## src/rtl/reaction_timer_core.sv

```systemverilog
// Reaction-time game engine: random arm delay, BCD response timer, false-start
// and timeout detection, and a clearable best score.
module reaction_timer_core #(
  parameter int CLK_HZ     = 50000000,
  parameter int TICK_HZ    = 1000,
  parameter int NUM_DIGITS = 4,
  parameter int MIN_DELAY  = 500,
  parameter int RAND_BITS  = 11,
  parameter int LED_COUNT  = 10
) (
  input  logic                    MAX10_CLK1_50,
  input  logic                    rst_n,
  input  logic                    start_n,
  input  logic                    stop_n,
  input  logic                    show_hi,
  input  logic                    clear_hi,
  output logic [4*NUM_DIGITS-1:0] disp_bcd,
  output logic [LED_COUNT-1:0]    go_leds,
  output logic                    false_start,
  output logic                    new_record,
  output logic                    timeout,
  output logic [2:0]              state_o
);

  localparam int TICK_DIV = CLK_HZ / TICK_HZ;
  localparam int DIV_W    = (TICK_DIV > 1) ? $clog2(TICK_DIV) : 1;
  localparam int DLY_W    = $clog2(MIN_DELAY + (1 << RAND_BITS) + 1);
  localparam int BCD_W    = 4 * NUM_DIGITS;
  localparam logic [BCD_W-1:0] ALL_NINES = {NUM_DIGITS{4'h9}};

  typedef enum logic [2:0] {
    S_IDLE   = 3'd0,
    S_ARM    = 3'd1,
    S_GO     = 3'd2,
    S_RESULT = 3'd3,
    S_FAULT  = 3'd4
  } state_t;

  state_t             state_q, state_d;
  logic               start_q, stop_q;
  logic [15:0]        lfsr_q;
  logic [DIV_W-1:0]   div_q, div_d;
  logic [DLY_W-1:0]   delay_q, delay_d;
  logic [BCD_W-1:0]   time_q, time_d;
  logic [BCD_W-1:0]   hi_q, hi_d;
  logic               new_record_q, new_record_d;
  logic               timeout_q, timeout_d;
  logic               entry_q, entry_d;

  logic               start_p, stop_p, tick, lfsr_fb, do_arm;
  logic [BCD_W-1:0]   time_inc;
  logic [NUM_DIGITS:0] carry;

  assign start_p = start_q & ~start_n;
  assign stop_p  = stop_q & ~stop_n;
  assign tick    = (div_q == DIV_W'(TICK_DIV - 1));
  assign lfsr_fb = lfsr_q[15] ^ lfsr_q[13] ^ lfsr_q[12] ^ lfsr_q[10];

  // Ripple BCD increment; carry[NUM_DIGITS] means the count is already all 9s.
  assign carry[0] = 1'b1;
  generate
    for (genvar gi = 0; gi < NUM_DIGITS; gi++) begin : g_bcd
      logic [3:0] dig;
      assign dig = time_q[4*gi +: 4];
      assign time_inc[4*gi +: 4] = carry[gi] ? ((dig == 4'd9) ? 4'd0 : dig + 4'd1) : dig;
      assign carry[gi+1] = carry[gi] & (dig == 4'd9);
    end
  endgenerate

  always_comb begin
    state_d      = state_q;
    div_d        = tick ? '0 : div_q + DIV_W'(1);
    delay_d      = delay_q;
    time_d       = time_q;
    hi_d         = hi_q;
    new_record_d = new_record_q;
    timeout_d    = timeout_q;
    entry_d      = 1'b0;
    do_arm       = 1'b0;

    unique case (state_q)
      S_IDLE: begin
        if (start_p) do_arm = 1'b1;
      end
      S_ARM: begin
        if (stop_p) begin
          state_d = S_FAULT;
        end else if (tick) begin
          if (delay_q <= DLY_W'(1)) begin
            state_d = S_GO;
            div_d   = '0;
            delay_d = '0;
          end else begin
            delay_d = delay_q - DLY_W'(1);
          end
        end
      end
      S_GO: begin
        if (stop_p) begin
          state_d = S_RESULT;
          entry_d = 1'b1;
        end else if (tick) begin
          if (carry[NUM_DIGITS]) begin
            timeout_d = 1'b1;
            state_d   = S_RESULT;
            entry_d   = 1'b1;
          end else begin
            time_d = time_inc;
          end
        end
      end
      S_RESULT: begin
        if (entry_q && (time_q < hi_q)) begin
          hi_d         = time_q;
          new_record_d = 1'b1;
        end
        if (start_p) begin
          do_arm = 1'b1;
        end else if (stop_p) begin
          state_d      = S_IDLE;
          new_record_d = 1'b0;
          timeout_d    = 1'b0;
        end
      end
      S_FAULT: begin
        if (start_p) begin
          do_arm = 1'b1;
        end else if (stop_p) begin
          state_d = S_IDLE;
        end
      end
      default: state_d = S_IDLE;
    endcase

    if (do_arm) begin
      state_d      = S_ARM;
      delay_d      = DLY_W'(MIN_DELAY) + DLY_W'(lfsr_q[RAND_BITS-1:0]);
      time_d       = '0;
      div_d        = '0;
      new_record_d = 1'b0;
      timeout_d    = 1'b0;
    end

    // The record comparison owns the high score during the RESULT entry cycle.
    if (clear_hi && !entry_q) hi_d = ALL_NINES;
  end

  always_ff @(posedge MAX10_CLK1_50) begin
    if (!rst_n) begin
      state_q      <= S_IDLE;
      start_q      <= 1'b1;
      stop_q       <= 1'b1;
      lfsr_q       <= 16'hACE1;
      div_q        <= '0;
      delay_q      <= '0;
      time_q       <= '0;
      hi_q         <= ALL_NINES;
      new_record_q <= 1'b0;
      timeout_q    <= 1'b0;
      entry_q      <= 1'b0;
    end else begin
      state_q      <= state_d;
      start_q      <= start_n;
      stop_q       <= stop_n;
      lfsr_q       <= {lfsr_q[14:0], lfsr_fb};
      div_q        <= div_d;
      delay_q      <= delay_d;
      time_q       <= time_d;
      hi_q         <= hi_d;
      new_record_q <= new_record_d;
      timeout_q    <= timeout_d;
      entry_q      <= entry_d;
    end
  end

  always_comb begin
    unique case (state_q)
      S_IDLE:  disp_bcd = show_hi ? hi_q : time_q;
      S_FAULT: disp_bcd = '1;
      default: disp_bcd = time_q;
    endcase
  end

  assign go_leds     = (state_q == S_GO) ? '1 : '0;
  assign false_start = (state_q == S_FAULT);
  assign new_record  = new_record_q & (state_q == S_RESULT);
  assign timeout     = timeout_q & (state_q == S_RESULT);
  assign state_o     = state_q;

endmodule

```

## config.mk

```make
export PLATFORM = sky130hd
export DESIGN_NAME = reaction_timer_core
export DESIGN_NICKNAME = d
export VERILOG_FILES = /design/src/rtl/reaction_timer_core.sv
export SDC_FILE = /design/constraint.sdc
export NUM_CORES = 1
export LEC_CHECK = 0
export ABC_AREA = 1
export CORE_MARGIN = 4
export CORE_UTILIZATION = 50
export CTS_BUF_LIST = sky130_fd_sc_hd__clkbuf_4 sky130_fd_sc_hd__clkbuf_8
export DETAILED_ROUTE_END_ITERATION = 16
export DONT_BUFFER_PORTS = 1
export MAX_ROUTING_LAYER = met4
export PLACE_DENSITY = 0.65
export SLEW_MARGIN = 20
export SYNTH_ARGS = -nofsm -noshare
export SYNTH_HDL_FRONTEND = slang
export SYNTH_SLANG_ARGS = --single-unit
export TNS_END_PERCENT = 10
```

## constraint.sdc

```tcl
create_clock -name MAX10_CLK1_50 -period 2.01 [get_ports MAX10_CLK1_50]
set_input_delay 0.201 -clock MAX10_CLK1_50 [delete_from_list [all_inputs] [get_ports MAX10_CLK1_50]]
set_output_delay 0.201 -clock MAX10_CLK1_50 [all_outputs]
set_load 0.05 [all_outputs]
```

### Yosys cells after proc, flatten, opt, wreduce, memory -nomap -nowiden

Cells that the tools add are included.
W data, S select, Z words.

* bits in registers: 84
* bits in latches: 0
* RAM bits: 0
* memory bits (read-only): 0
* bits of input ports: 6
* output and inout port bits: 32
* word-level logic and storage cells: 130
* memories: 0

* add/subtract/negate cells: 7
* multiply operators: 0
* div/mod/pow operators: 0
* magnitude comparators: 2
* equal/unequal tests: 28
* shift operators: 0
* mux-type cells: 41
* bitwise gates (word level): 16
* reductions and logical operators: 21

Operator list (count)
* $mux W16: 6
* $mux W12: 5
* $pmux W16 S2: 1
* $mux W3: 8
* $add A16 B1 Y16 const B: 1
* $add A4 B1 Y4 const B: 4
* $eq A16 B16 Y1 const B: 1
* $eq A4 B4 Y1 const B: 4
* $lt A16 B16 Y1: 1
* $mux W4: 4
* $ne A4 B4 Y1 const B: 4
* $reduce_and A5 Y1: 3
* $mux W1: 14
* $ne A2 B2 Y1 const B: 7
* $reduce_and A7 Y1: 2
* $add A9 B11 Y12 const A: 1
* $le A12 B1 Y1 const B: 1
* $ne A3 B3 Y1 const B: 4
* $pmux W3 S4: 1
* $sub A12 B1 Y12 const B: 1
* $mux W10: 1
* $and A1 B1 Y1: 7
* $eq A3 B2 Y1 const B: 2
* $not A1 Y1: 6
* 17 further kinds: 26

### Longest topological paths before layout

Gate-level depths: netlist of run 1.

* depth in word-level cells: 9
* gate-level depth with buffers: 12
* depth with buffers taken out: 12

### Least setup slack after synthesis of run 1

OpenSTA, ideal clock, no wires.

* path kind: reg-to-reg
* start: reg state_q[1], in the netlist state_o[1]
* end: reg time_q[14]
* library setup time: 0.070 ns
* arrival: 2.384 ns
* path slack: -0.444 ns
* cell stages (with the launch flop): 9
* cell sequence: dfxtp_1 -> inv_1 -> nor3_4 -> inv_1 -> nor2_4 -> nand2_2 -> nor2_2 -> nand2_1 -> a21oi_1

* word-level cells in the longest chain between the ends: 4
* elaborated cells between the ends (all ways): 8

RTL lines
* start: declaration: RTL line 39 `state_t state_q, state_d;`
* start signal: assignment: RTL line 162 `state_q <= state_d;`
* $eq A3 B3 Y1, or another cell as far along: RTL line 81 `unique case (state_q)`
* $reduce_or A3 Y1 (no source line)
* $mux W1
* $reduce_or A2 Y1 (no source line)
* end signal: assignment: RTL line 168 `time_q <= time_d;`
* end: declaration: RTL line 44 `logic [BCD_W-1:0] time_q, time_d;`

Several ways; a longest one is shown, not always the timed one.
A chain may end at the register's enable or synchronous reset.

### Worst setup path after layout of run 1

* start: reg state_q[1], in the netlist state_o[1]
* end: out disp_bcd[9]

* word-level cells in the longest chain between the ends: 2
* elaborated cells between the ends (all ways): 3

RTL lines
* $eq A3 B3 Y1 / $logic_not A3 Y1 (equally long branches): RTL line 177 `unique case (state_q)`
* $pmux W16 S2 *: RTL line 177
* end: declaration: RTL line 17 `output logic [4*NUM_DIGITS-1:0] disp_bcd,`

Every way passes the cells marked *; elsewhere a longest branch is shown, timed or not.

==> flow_summary.ini, run 1 <==
[synth]
synth-seq-cells = 84
synthArstFlopShare_pct = 0
synth_flop_cell = dfxtp_1
ys_warn_count = 0
ys_seq_area_share_pct = 35.6
synth_edf_count = 0
synth_area_um2 = 4730
synth_cell_types = 41
syn_inst = 695
synth_nets = 720
avgSynthCellArea_um2 = 6.80

[critical_path]
crit_path_frequent_cell = buf_4
arrival_ns = 1.71
rrSetupSlack_ns = 0.15
crit_fanout = 16
cp_cell_sequence = nor2_4, buf_4, o21a_1, buf_4, o22ai_1, inv_1, buf_12
path_class = reg -> out
required_ns = 1.81
crit_path_start_kind = flip-flop
slowest_stage = dfxtp_4
worstSetupEndpointType = output pin
cp_slowest_stage_delay_ns = 0.38

[route]
drt-vias-per-instance = 5.08
drc_errors = 0
dr.pass1.iters = 5
detail_route.wl_per_cell_um = 12.7
via_count = 4385
ant_nets = 0
drtIter0Drc = 290
routed_wl_um = 10900

[pwr]
leakagePower_nw = 2.66
totalPowerFinal_mw = 6.19
peakVddDrop_mv = 0.686
p_per_area_nw_per_um2 = 1100

[grt]
grt_start_max_net_pins = 26
grtUsageTotal_pct = 20.9
antenna_found_initial = 0
grt_pass1_vias = 4079
grt_pass1_wl_um = 18700
grt_overflow = 0

[die]
fp.coreArea_um2 = 9240
rows = 35
initial_core_util_pct = 51.1
die_h_um = 105
die_w_um = 105
ios = 38
die-area_um2 = 11100

[clocking]
cts.sinks = 84
cts_buffer_depth = 2
clk_pin_slew_ns = 0.09
htreeDepth = 3
clock_latency_ns = 0.35
cts_tree = done
cts-root-buf = clkbuf_8
cts_buffers = 9

[sta]
slew_headroom_pct = 55.4
period_share_pct = 95.2
maxSlewViolCount = 0
tightest_slew_ns = 0.667
timing.fmax_mhz = 523
setup_tns_ns = 0
setup_violations = 0
period_needed_ns = 1.91
holdWs_ns = 0.0418
rsz0062_at_grt = true
hold_viol_final = 0
final.setup_skew_ns = 0.00606

[finish]
drive_gt1_share_pct = 14.9
final_nets = 754
area_growth_pct = 18.8
final_common_cell = nand2_1
num_antenna_cells = 0
final_cell_mix = 162 x nand2_1, 96 x inv_1, 82 x nor2_1

[worst_hold_path]
hp-class = in -> reg

[status]
status = finished clean

[place]
io_buffers = 0
hpwl_um = 7970
gp_congestion = 0.903

[job]
drv_cap = 0
-- report_power, final --
part	total [mW]	switching, mW	internal (mW)
sequential	1.92	0.130	1.78
combinational	2.95	1.84	1.11
clock	1.33	0.613	0.713
total	6.19	2.58	3.61
-- repair_timing --
item                       CTS  global route
buffers inserted             0             2
hold buffers                 3             0
pin swaps                    0             1
hold endpoints to repair    20             0
setup endpoints to repair   16            46
gates resized for setup      2            14
-- logic make-up after synthesis --
| group | share of synthesized area (%) |
|---|---|
| and+or+nand+nor | 31.4 |
| xor gates and xnor gates | 3.89 |
| adders and majority gates | 5.03 |
| AOI/OAI and AO/OA | 12.3 |
| buffers and inverters | 11.8 |
| DFF | 35.6 |
-- state kept, by name, indices dropped and copies added, names as in the netlist --
| name | cells |
|---|---|
| div_q | 16 |
| hi_q | 16 |
| lfsr_q | 16 |
| time_q | 16 |
| delay_q | 12 |
| state_o | 3 |
| entry_q | 1 |
| new_record_q | 1 |
| start_q | 1 |
| stop_q | 1 |
| timeout_q | 1 |
-- cell type report --
class | count | area (um2)
clock buffer | 10 | 131
clock inverter | 6 | 88.8
fill | 871 | 3630
inverter | 107 | 402
multi-input combinational | 479 | 2540
sequential | 84 | 1690
tap | 129 | 161
timing repair buffer | 48 | 597
-- synth_stat cells (all sizes together) (2+ instances only) --
cell type  count  area [um2]
inv          107         402
nand3         50         273
o22ai         17         106
nor3b          2        15.0
nand2        169         659
dfxtp         84        1680
o211a          3        30.0
xnor2          7        61.3
clkbuf         7        30.0
xor2          14         123
ha            19         238
nand4          5        31.3
nor2          90         365
or2            4        25.0
o21ai         24         124
a211oi         2        15.0
buf           18         126
nor4           3        18.8
a31oi          9        62.6
nor3          17        96.4
a21oi         40         211
-- per-stage QoR --
stage | util (%) | cells | cell area [um2] | setup WS [ns]
finish | 60.8 | 863 | 5610 | 0.0971
detailed placement | 57.2 | 842 | 5290 | 0.134
CTS | 60.0 | 861 | 5550 | 0.0387
floorplan | - | 695 | 4740 | -0.00590
global route | 60.8 | 863 | 5610 | -0.0473
global placement | 57.2 | 842 | 5290 | 0.144
-- final timing paths --
check,startpoint,endpoint,cells after the start
worst min-delay path,rst_n,state_o[0],4
worst max register to register,time_q[0],time_q[2],9
worst max-delay path,state_o[1],disp_bcd[9],7
worst min register to register,lfsr_q[11],lfsr_q[12],2
-- layer usage --
metal  up-vias  GRT usage, %  part of all wire (%)
li1       2279             -                     -
met1      2013          28.1                    48
met2        81          32.4                    47
met3        12          3.80                   4.2
met4         0          6.00                   1.1
met5         -             -                     0
-- critical path, delay by kind of cell, from the launching register on --
| family | cells | cell delay [ns] |
|---|---|---|
| flops | 1 | 0.38 |
| compound gates | 2 | 0.22 |
| buf+inv | 4 | 0.60 |
| simple gates | 1 | 0.15 |
No activity file was read; power rests on OpenSTA's default activity.
==> inputs of run 2 (changes only) <==
clock period = 2 ns   (was 2.01 ns; I/O delays follow)
==> run 2 against run 1 <==
- clock power about the same
- clock-buffer cell count rose by 1
- combinational power about the same
- sequential power about the same
- total power increased by 1.0%
==> flow_summary.ini, run 2 (same netlist as run 1, synthesis figures left out) <==
[status]
status = finished clean

[sta]
timing.fmax_mhz = 517
period_needed_ns = 1.93
slew_headroom_pct = 52.2
final.setup_skew_ns = 0.00920
layout_setup_ws_ns = 0.0653
setup_violations = 0
period_share_pct = 96.7
hold_viol_final = 0
tightest_slew_ns = 0.715
rsz0062_at_grt = true
maxSlewViolCount = 0

[critical_path]
cp_slowest_stage_delay_ns = 0.43
crit_path_start_kind = flip-flop
crit_path_frequent_cell = buf_4
crit_fanout = 7
slowest_stage = buf_4
crit_path_start = state_o[1]
arrival_ns = 1.73
path_class = reg -> out
cp_cell_sequence = inv_2, nor3_4, buf_4, buf_4
worstSetupEndpointType = output pin
required_ns = 1.80
r2r_start = time_q[10]

[route]
drt-vias-per-instance = 5.04
drtIter0Drc = 222
detail_route.wl_per_cell_um = 12.8
drc_errors = 0
ant_nets = 0
routed_wl_um = 11000
via_count = 4348
dr.pass1.iters = 5

[pwr]
p_sw_share_pct = 41.6
leakagePower_nw = 2.68
sequentialPowerShare_pct = 30.8
p_switching_mw = 2.60
p_comb_share_pct = 47.7
p_int_mw = 3.65
peakVddDrop_mv = 0.555
clkPwrFrac_pct = 21.5
p_per_area_nw_per_um2 = 1110

[clocking]
clk_pin_slew_ns = 0.08
cts_buffers = 9
htreeDepth = 3
cts_buffer_depth = 2
cts_tree = done
cts-root-buf = clkbuf_8
clock_latency_ns = 0.35
cts.sinks = 84

[die]
die-area_um2 = 11100
fp.coreArea_um2 = 9240
initial_core_util_pct = 51.1
ios = 38
die_w_um = 105
die_h_um = 105
rows = 35

[place]
hpwl_um = 8060
gp_congestion = 0.903
placed_cell_area_um2 = 5290
io_buffers = 0
dp_worst_setup_slack_ns = 0.111

[finish]
final_common_cell = nand2_1
final_nets = 753
final_cell_mix = 162 x nand2_1, 96 x inv_1, 83 x nor2_1
fin_area_um2 = 5630
multi_input_area_um2 = 2560
num_antenna_cells = 0
area_growth_pct = 19.0
drive_gt1_share_pct = 15.1
register_area_um2 = 1690
fill_cells = 836

[grt]
grt_start_max_net_pins = 26
antenna_found_initial = 0
grt_pass1_vias = 4090
grt_overflow = 0
grtUsageTotal_pct = 20.8
grt_pass1_wl_um = 18700

[job]
drv_cap = 0

[worst_hold_path]
hold_start = rst_n
hp-class = in -> reg
==> run 2: cell count changes in the layout (fill, tap and decap cells not counted), moves of 2 or more <==
cell,before,now
dfxtp_2,3,6
clkinvlp_4,2,0
clkinv_2,1,3
nand3_1,45,47
nand3_2,4,2
dfxtp_1,79,77
o22ai_1,14,11
o22ai_2,3,6
==> run 2: worst paths after layout <==
check	end	slack, ns	cells past startpoint
worst min-delay path	state_o[0]	0.05	4
worst max-delay path	go_leds[9]	0.07	4
worst min register to register	lfsr_q[15]	0.42	1
worst max register to register	time_q[11]	0.11	9
==> run 2: area by class of cell <==
cell class / instances / area share (%)
Multi-Input combinational cell: 479 / 45.6
Sequential cell: 84 / 30.1
Timing Repair Buffer: 47 / 10.4
Inverter: 107 / 7.14
Tap cell: 129 / 2.87
Clock buffer: 11 / 2.58
Clock inverter: 5 / 1.33
==> run 2: what timing repair did <==
| item | in CTS | in global routing |
|---|---|---|
| endpoints found under the hold margin | 20 | 0 |
| pin swaps | 0 | 1 |
| resized for setup | 2 | 17 |
| setup buffers | 0 | 1 |
| setup endpoints to repair | 16 | 39 |
| hold buffers | 3 | 0 |
==> run 2: metrics by stage <==
stage / cells / setup TNS [ns] / hold WS, ns / util (%) / total power, mW
final: 862 / 0 / 0.0505 / 60.9 / 6.26
after global routing: 862 / -0.143 / 0.0677 / 60.9 / 6.60
after CTS: 861 / 0 / 0.0336 / 60.0 / 6.22
after detailed placement: 842 / 0 / 0.275 / 57.2 / 4.85
after global placement: 842 / 0 / 0.273 / 57.2 / 4.81
after floorplan: 695 / -0.117 / 0.297 / - / 3.92
==> run 2: metal layers <==
metal	wire length (um)	track usage [%]	up-vias
met1	5420	28.3	2006
met5	0	-	-
met3	307	2.57	7
li1	-	-	2276
met2	5210	32.8	59
met4	72	5.62	0
==> run 2: worst max-delay path, delay by kind of cell (launching register included) <==
family	cells	cell delay [ns]
buf+inv	3	0.79
flops	1	0.40
simple gates	1	0.19
==> run 2: power groups by stage <==
stage                     combinational (mW)  clock, mW  sequential (mW)
after global routing                    3.21       1.44             1.94
after CTS                               2.92       1.38             1.92
after detailed placement                2.89          0             1.96
after floorplan                         1.94          0             1.99
after global placement                  2.86          0             1.95
final                                   2.98       1.34             1.93
